## config.mk

```make
export PLATFORM = sky130hd
export DESIGN_NAME = pipe_mmio
export DESIGN_NICKNAME = d
export VERILOG_FILES = /design/src/rtl/pipe_mmio_pkg.sv /design/src/rtl/pipe_mmio_sync.sv /design/src/rtl/pipe_mmio.sv
export SDC_FILE = /design/constraint.sdc
export NUM_CORES = 1
export LEC_CHECK = 0
export ABC_AREA = 1
export BUFFER_PORTS_ARGS = -buffer_cell sky130_fd_sc_hd__buf_2
export CORE_MARGIN = 4
export CORE_UTILIZATION = 45
export CTS_BUF_LIST = sky130_fd_sc_hd__clkbuf_8
export DETAILED_ROUTE_END_ITERATION = 8
export PLACE_DENSITY = 0.81
export SKIP_LAST_GASP = 1
export SLEW_MARGIN = 20
export SYNTH_ARGS = -nofsm -noshare
export SYNTH_HDL_FRONTEND = slang
export SYNTH_SLANG_ARGS = --single-unit
```

## constraint.sdc

```tcl
create_clock -name clock -period 3.85 [get_ports clock]
set_input_delay 0.77 -clock clock [delete_from_list [all_inputs] [get_ports clock]]
set_output_delay 0.77 -clock clock [all_outputs]
set_load 0.005 [all_outputs]
```

## src/rtl/pipe_mmio_pkg.sv

```systemverilog
// pipe_mmio_pkg: shared constants and types for the pipe_mmio unit.
//   IDX_IN_BASE / IDX_MASK / IDX_FLAGS : word indices (addr[6:2]) of the register map
//   warm_t / WARM_TC                   : warm-up sequencer states; WARM_TC means armed
//   reg_hit()                          : register-index match helper
package pipe_mmio_pkg;

  localparam logic [4:0] IDX_IN_BASE = 5'd16;
  localparam logic [4:0] IDX_MASK    = 5'd30;
  localparam logic [4:0] IDX_FLAGS   = 5'd31;

  // Warm-up counts 0..3 after reset; change flags are armed only in the last state.
  typedef enum logic [1:0] {
    WARM_0     = 2'd0,
    WARM_1     = 2'd1,
    WARM_2     = 2'd2,
    WARM_ARMED = 2'd3
  } warm_t;

  localparam warm_t WARM_TC = WARM_ARMED;

  function automatic logic reg_hit(input logic [4:0] idx, input logic [4:0] target);
    return (idx == target);
  endfunction

endpackage

```

## src/rtl/pipe_mmio_sync.sv

```systemverilog
// pipe_mmio_sync: synchroniser for one W-bit input port.
//   clock, reset : rising-edge clock, synchronous active-high reset
//   async_val    : asynchronous port input
//   sync_val     : synchronised value (second stage)
//   chg          : second and third stages differ (only with PIPE_MMIO_IRQ_EN)
// Macro PIPE_MMIO_IRQ_EN adds the third stage used for change detection.
module pipe_mmio_sync #(
  parameter int W = 8
) (
  input  logic         clock,
  input  logic         reset,
  input  logic [W-1:0] async_val,
  output logic [W-1:0] sync_val
`ifdef PIPE_MMIO_IRQ_EN
  ,
  output logic         chg
`endif
);

  logic [W-1:0] s1_r;
  logic [W-1:0] s2_r;

  // Two-flop synchroniser chain.
  always_ff @(posedge clock) begin
    if (reset) begin
      s1_r <= '0;
      s2_r <= '0;
    end else begin
      s1_r <= async_val;
      s2_r <= s1_r;
    end
  end

  assign sync_val = s2_r;

`ifdef PIPE_MMIO_IRQ_EN
  logic [W-1:0] s3_r;

  // Delayed copy of the synchronised value for edge detection.
  always_ff @(posedge clock) begin
    if (reset) begin
      s3_r <= '0;
    end else begin
      s3_r <= s2_r;
    end
  end

  assign chg = (s2_r != s3_r);
`endif

endmodule

```

## src/rtl/pipe_mmio.sv

```systemverilog
// pipe_mmio: memory-mapped I/O unit for the MEM stage.
//   clock, reset : rising-edge clock, synchronous active-high reset
//   addr, wdata  : MEM-stage ALU address and store data
//   we           : store enable
//   io_sel       : addr[IO_BIT]; data memory ignores these accesses
//   rdata        : load data for the I/O region (zero-extended)
//   in_ports     : N_IN asynchronous W-bit inputs, port j at [j*W +: W]
//   out_ports    : N_OUT W-bit output registers, same packing
//   irq          : |(FLAGS & MASK)
// Macro PIPE_MMIO_IRQ_EN enables change flags, mask, warm-up and irq;
// without it idx 30/31 read 0 and irq is tied low.
module pipe_mmio
  import pipe_mmio_pkg::*;
#(
  parameter int N_IN   = 2,
  parameter int N_OUT  = 3,
  parameter int W      = 8,
  parameter int IO_BIT = 7
) (
  input  logic               clock,
  input  logic               reset,
  input  logic [31:0]        addr,
  input  logic [31:0]        wdata,
  input  logic               we,
  output logic               io_sel,
  output logic [31:0]        rdata,
  input  logic [N_IN*W-1:0]  in_ports,
  output logic [N_OUT*W-1:0] out_ports,
  output logic               irq
);

  logic [4:0]                idx_s;
  logic                      wr_s;
  logic [N_OUT-1:0][W-1:0]   out_r;
  logic [N_IN-1:0][W-1:0]    sync_s;
  logic [31:0]               rdata_s;
  logic                      unused_s;

  assign idx_s  = addr[6:2];
  assign io_sel = addr[IO_BIT];
  assign wr_s   = we & io_sel;

  // Address bits outside the decode and store-data bits above the port width.
  assign unused_s = ^{addr, wdata};

`ifdef PIPE_MMIO_IRQ_EN
  logic [N_IN-1:0] chg_s;
`endif

  for (genvar j = 0; j < N_IN; j++) begin : g_sync
    pipe_mmio_sync #(.W(W)) u_sync (
      .clock     (clock),
      .reset     (reset),
      .async_val (in_ports[j*W +: W]),
      .sync_val  (sync_s[j])
`ifdef PIPE_MMIO_IRQ_EN
      ,
      .chg       (chg_s[j])
`endif
    );
  end

  // Output port registers; each index only loads on its own store.
  always_ff @(posedge clock) begin
    if (reset) begin
      out_r <= '0;
    end else begin
      for (int j = 0; j < N_OUT; j++) begin
        if (wr_s && reg_hit(idx_s, 5'(j))) begin
          out_r[j] <= wdata[W-1:0];
        end
      end
    end
  end

  assign out_ports = out_r;

`ifdef PIPE_MMIO_IRQ_EN
  logic [N_IN-1:0] mask_r;
  logic [N_IN-1:0] flags_r;
  warm_t           warm_r;
  logic            armed_s;
  logic [N_IN-1:0] clr_s;

  assign armed_s = (warm_r == WARM_TC);
  assign clr_s   = (wr_s && reg_hit(idx_s, IDX_FLAGS)) ? wdata[N_IN-1:0] : '0;

  // Warm-up sequencer, mask register and sticky change flags (set wins over W1C).
  always_ff @(posedge clock) begin
    if (reset) begin
      warm_r  <= WARM_0;
      mask_r  <= '0;
      flags_r <= '0;
    end else begin
      case (warm_r)
        WARM_0:     warm_r <= WARM_1;
        WARM_1:     warm_r <= WARM_2;
        WARM_2:     warm_r <= WARM_ARMED;
        WARM_ARMED: warm_r <= WARM_ARMED;
        default:    warm_r <= WARM_0;
      endcase
      if (wr_s && reg_hit(idx_s, IDX_MASK)) begin
        mask_r <= wdata[N_IN-1:0];
      end
      flags_r <= (flags_r & ~clr_s) | (chg_s & {N_IN{armed_s}});
    end
  end

  assign irq = |(flags_r & mask_r);
`else
  assign irq = 1'b0;
`endif

  // Read mux: at most one term matches idx; unmapped indices read zero.
  always_comb begin
    rdata_s = 32'd0;
    for (int j = 0; j < N_OUT; j++) begin
      rdata_s = rdata_s | (reg_hit(idx_s, 5'(j)) ? 32'(out_r[j]) : 32'd0);
    end
    for (int j = 0; j < N_IN; j++) begin
      rdata_s = rdata_s | (reg_hit(idx_s, IDX_IN_BASE + 5'(j)) ? 32'(sync_s[j]) : 32'd0);
    end
`ifdef PIPE_MMIO_IRQ_EN
    rdata_s = rdata_s | (reg_hit(idx_s, IDX_MASK)  ? 32'(mask_r)  : 32'd0);
    rdata_s = rdata_s | (reg_hit(idx_s, IDX_FLAGS) ? 32'(flags_r) : 32'd0);
`endif
  end

  assign rdata = rdata_s;

endmodule

```

# Yosys cells after proc, flatten, opt, wreduce, memory -nomap -nowiden
# Index checks and enable logic that the tools add are counted.
# op_classes
addsub	0
mul	0
div	0
order_cmp	0
n_eq_ne	4
n_shift	0
mux	5
bitwise	5
reduce_logical	4
# ops
operator	count
8-bit 2-to-1 mux	5
8-bit OR	4
5-bit equality test (second input constant)	2
5-bit by 1-bit equality test with 1-bit output (second input constant)	1
5-bit by 2-bit equality test with 1-bit output (second input constant)	1
5-bit logical NOT	1
1-bit logical AND	3
1-bit bitwise AND	1
# totals
reg_bits	56
latch_bits	0
ramBits	0
romBits	0
input_bits	83
wordCells	25
n_memories	0

# Logic depth before layout (Yosys ltp)
# logic_depth
depth_word	6
ltp_mapped	8

# Hierarchy
# From an unflattened synthesis, not the netlist that was laid out.
# hier_totals
hier_cells	378
area_unflattened_um2	2698.8
# by_module_without_submodules
module	instances	cells_per_inst	area_per_inst_um2	seq_area_each_um2
pipe_mmio	1	278	1750.4	480.5
pipe_mmio_sync	2	50	474.2	320.3

# Worst setup path before layout
# Ideal clock, no wire load.
# synth_timing
path_kind	input to output
start	input addr[5]
end	output rdata[2]
t_arrival_ns	1.573
required_time_ns	3.080
slack_ns	1.507
stages	7
path_buffers	2
path_cell_list	nor2_1 -> buf_2 -> buf_2 -> nand4_1 -> nand2_1 -> nor2_1 -> nand2_1
# synth_between
elab_chain_cells	6
word_cells_on_any_way	14
cone_classes	eq/ne (4); mux (5); bitwise (4); reduce/logical (1)
# synth_rtl
item	line_no	text
start: declaration	pipe_mmio.sv:22	input logic [31:0] addr,
5-bit by 1-bit equality test with 1-bit output or 5-bit logical NOT (tied branches)	pipe_mmio_pkg.sv:22	return (idx == target);
8-bit 2-to-1 mux	pipe_mmio.sv:118	rdata_s = rdata_s | (reg_hit(idx_s, 5'(j)) ? 32'(out_r[j]) : 32'd0);
8-bit OR (2 in series)	pipe_mmio.sv:118	
8-bit OR	pipe_mmio.sv:121	rdata_s = rdata_s | (reg_hit(idx_s, IDX_IN_BASE + 5'(j)) ? 32'(sync_s[j]) : 32'd0);
8-bit OR (*)	pipe_mmio.sv:121	
end: declaration	pipe_mmio.sv:26	output logic [31:0] rdata,
# Mark *: on every way between the ends. The rest lies on a longest branch, timed or not.

# Worst setup path in the final report
# layout_timing
start	input addr[6]
end	output rdata[1]
# The elaborated chain is that of the path after synthesis.

==> impl_results.md <==
- Skew-Pair Late Insertion Delay: 0.30 ns
- Ys Warns: 0
- Resize count post-CTS: 0
- CTS tree: built
- Clock transition at the registers of the reported paths: 0.09 ns
- Fin Hold WS: 0.396 ns
- Buffers inserted by post-CTS timing repair: 0
- Initial antenna violation count: 0
- RSZ-0062 raised after global routing: no
- Max stage delay cell, worst path: nor2_2
- Leak: 1.56 nW
- TritonRoute pass-1 iters: 4
- CP arrival: 2.19 ns
- Critical path fanouts, max: 14
- Vias in the first global route: 1930
- DR vias: 2251
- Final ANT Viol Nets: 0
- Most Frequent Cell on Critical Path: nand2_1
- Yosys cell types: 17
- Sequential area share after synthesis: 44.0%
- # diodes: 0
- Hpwl dp: 4.14 mm
- Nets: 516
- VDD IR-drop max: 0.207 mV
- Kind of end point of the critical path: primary output
- Setup total negative slack: 0 ns
- DIE WIDTH: 83.3 µm
- Starting DRT DRC Count: 131
- Total track usage: 15.5%
- Clock skew: 0.00628 ns
- Layout cells sized above 1: 19.9%
- Dpl cell area: 0.00281 mm²
- Dpl ws: 0.927 ns
- Largest net degree at the start of global routing: 34
- Vias per cell: 4.47
- Num CTS Buffers: 5
- Final Hold Vio Count: 0
- Final Wtd Congestion: 0.836
- Slew HR: 53.3%
- Detailed-route DRC error count: 0
- Mapped cell area: 0.00255 mm²
- R2R Setup Slk: 3.20 ns
- Clock Path Buffers: 2
- Global-route wire length before repair: 8.89 mm
- CTS hold repair buffers: 0
- Synth area leaders: dfxtp_1, nor2_1, nand2_1
- Die area: 0.00693 mm²
- Least-Margin Pin Slew: 0.699 ns
- Final WS setup: 0.893 ns
- Final Slew Violations: 0
- Grt ovf: 0
- Seq cells post-synth: 56
- Initial core utilization: 46.3%
- Status: completed
- Period utilisation layout: 76.8%
- Avg WL per Cell: 11.0 µm
- Crit path time final: 2.96 ns
- HP Class: register to register
- Max cap viols: 0
- Fillcell total: 550
- CP max stage delay: 0.48 ns
- Required @ worst endpoint: 3.08 ns
- Core outline area: 0.00551 mm²
- Clock tree sinks: 56
- Power Density: 361 mW/mm²
- Final instance area: 0.00291 mm²
- Fmax: 0.338 GHz
- Synth top area share: 44.0%
- Avg Cell Area, Syn: 6.80 µm²
- WS Path Type: input pin to primary output
- Die height: 83.3 µm
- FP Rows: 27
- Port Buffers: 65
- H-tree depth: 2
- Post-synth top area cell: dfxtp_1
- Tot Pwr: 1.05 mW
- CP Launch Type: input pin
- Cells after Synth: 375
- Finish-stage setup viols: 0
- Cells along the critical path: buf_2 > inv_2 > nand2_2 > nor2_2 > nand2_1 > nand2_1 > inv_1 > nand2_1 > buf_2
- Root buffer cell: clkbuf_8
- Top Ports: 141
- Total Wirelength: 5.53 mm
- P&R area growth vs syn: 14.0%
kinds of logic after synthesis:
kind of cell,after synthesis,share of synthesized area (%)
other cells,1,0.147
buf+inv,100,18.9
flops,56,44.0
simple gates,218,36.9
flip-flops by register name, indices dropped and copies added (netlist names):
name,cells
out_ports,24
g_sync.u_sync.sync_val,16
g_sync.u_sync.s1_r,16
path summary, 6_finish.rpt:
| path | startpoint | cells after the start | end |
|---|---|---|---|
| hold / removal | g_sync[0].u_sync.s1_r[3] | 2 | g_sync[0].u_sync.sync_val[3] |
| setup / recovery | addr[6] | 9 | rdata[1] |
| hold reg to reg | g_sync[0].u_sync.s1_r[3] | 2 | g_sync[0].u_sync.sync_val[3] |
| setup reg to reg | out_ports[16] | 2 | out_ports[16] |
metrics by stage:
stage	utilization [%]	cells
final	52.8	504
after global routing	52.8	504
after CTS	52.8	504
after detailed placement	51.0	498
after global placement	51.0	498
after floorplan	-	399
power by group:
part           leakage (nW)  switching (mW)  internal, mW
sequential            0.458         0.00535         0.596
combinational          1.05          0.0588        0.0286
clock                0.0501           0.173         0.187
total                  1.56           0.237         0.812
worst max-delay path, delay by kind of cell:
family,cells,cell delay [ns]
buffers and inverters,4,0.49
AND/OR/NAND/NOR,5,0.91
synthesized netlist by cell type, drive strengths merged:
master / number
dfxtp: 56
nor3: 2
nand4: 17
conb: 1
inv: 61
buf: 32
nor2: 104
nand2: 70
nand3: 25
clkbuf: 7
per-layer routing:
layer	GRT usage (%)	share of wire [%]	up-vias
met3	6.05	10	9
met1	18.4	41	973
met2	25.3	47	93
li1	-	-	1176
met4	5.79	1.4	0
met5	0	0	-
final cells by class:
cell class	instances	area (µm²)	share of cell area, %
flip-flops and latches	56	1120	38.6
multi-input cells	243	1040	35.6
repair buffers	66	333	11.4
inverters	61	229	7.87
well taps	72	90.1	3.10
clock buffers	5	68.8	2.37
clock inverters	1	30.0	1.03
cell usage in the layout, fill, tap and decap left out:
cell and n:
inv_2 4, dfxtp_1 56, nor3_2 2, conb_1 25, nand3_1 24, inv_1 57, clkbuf_8 5, nand2_2 2
nand2_1 68, buf_2 65, nand3_2 1, buf_4 1, bufinv_16 1, nor2_1 99, nand4_1 17, nor2_2 2
nor2_4 3
Power figures use the tool's default switching activity.
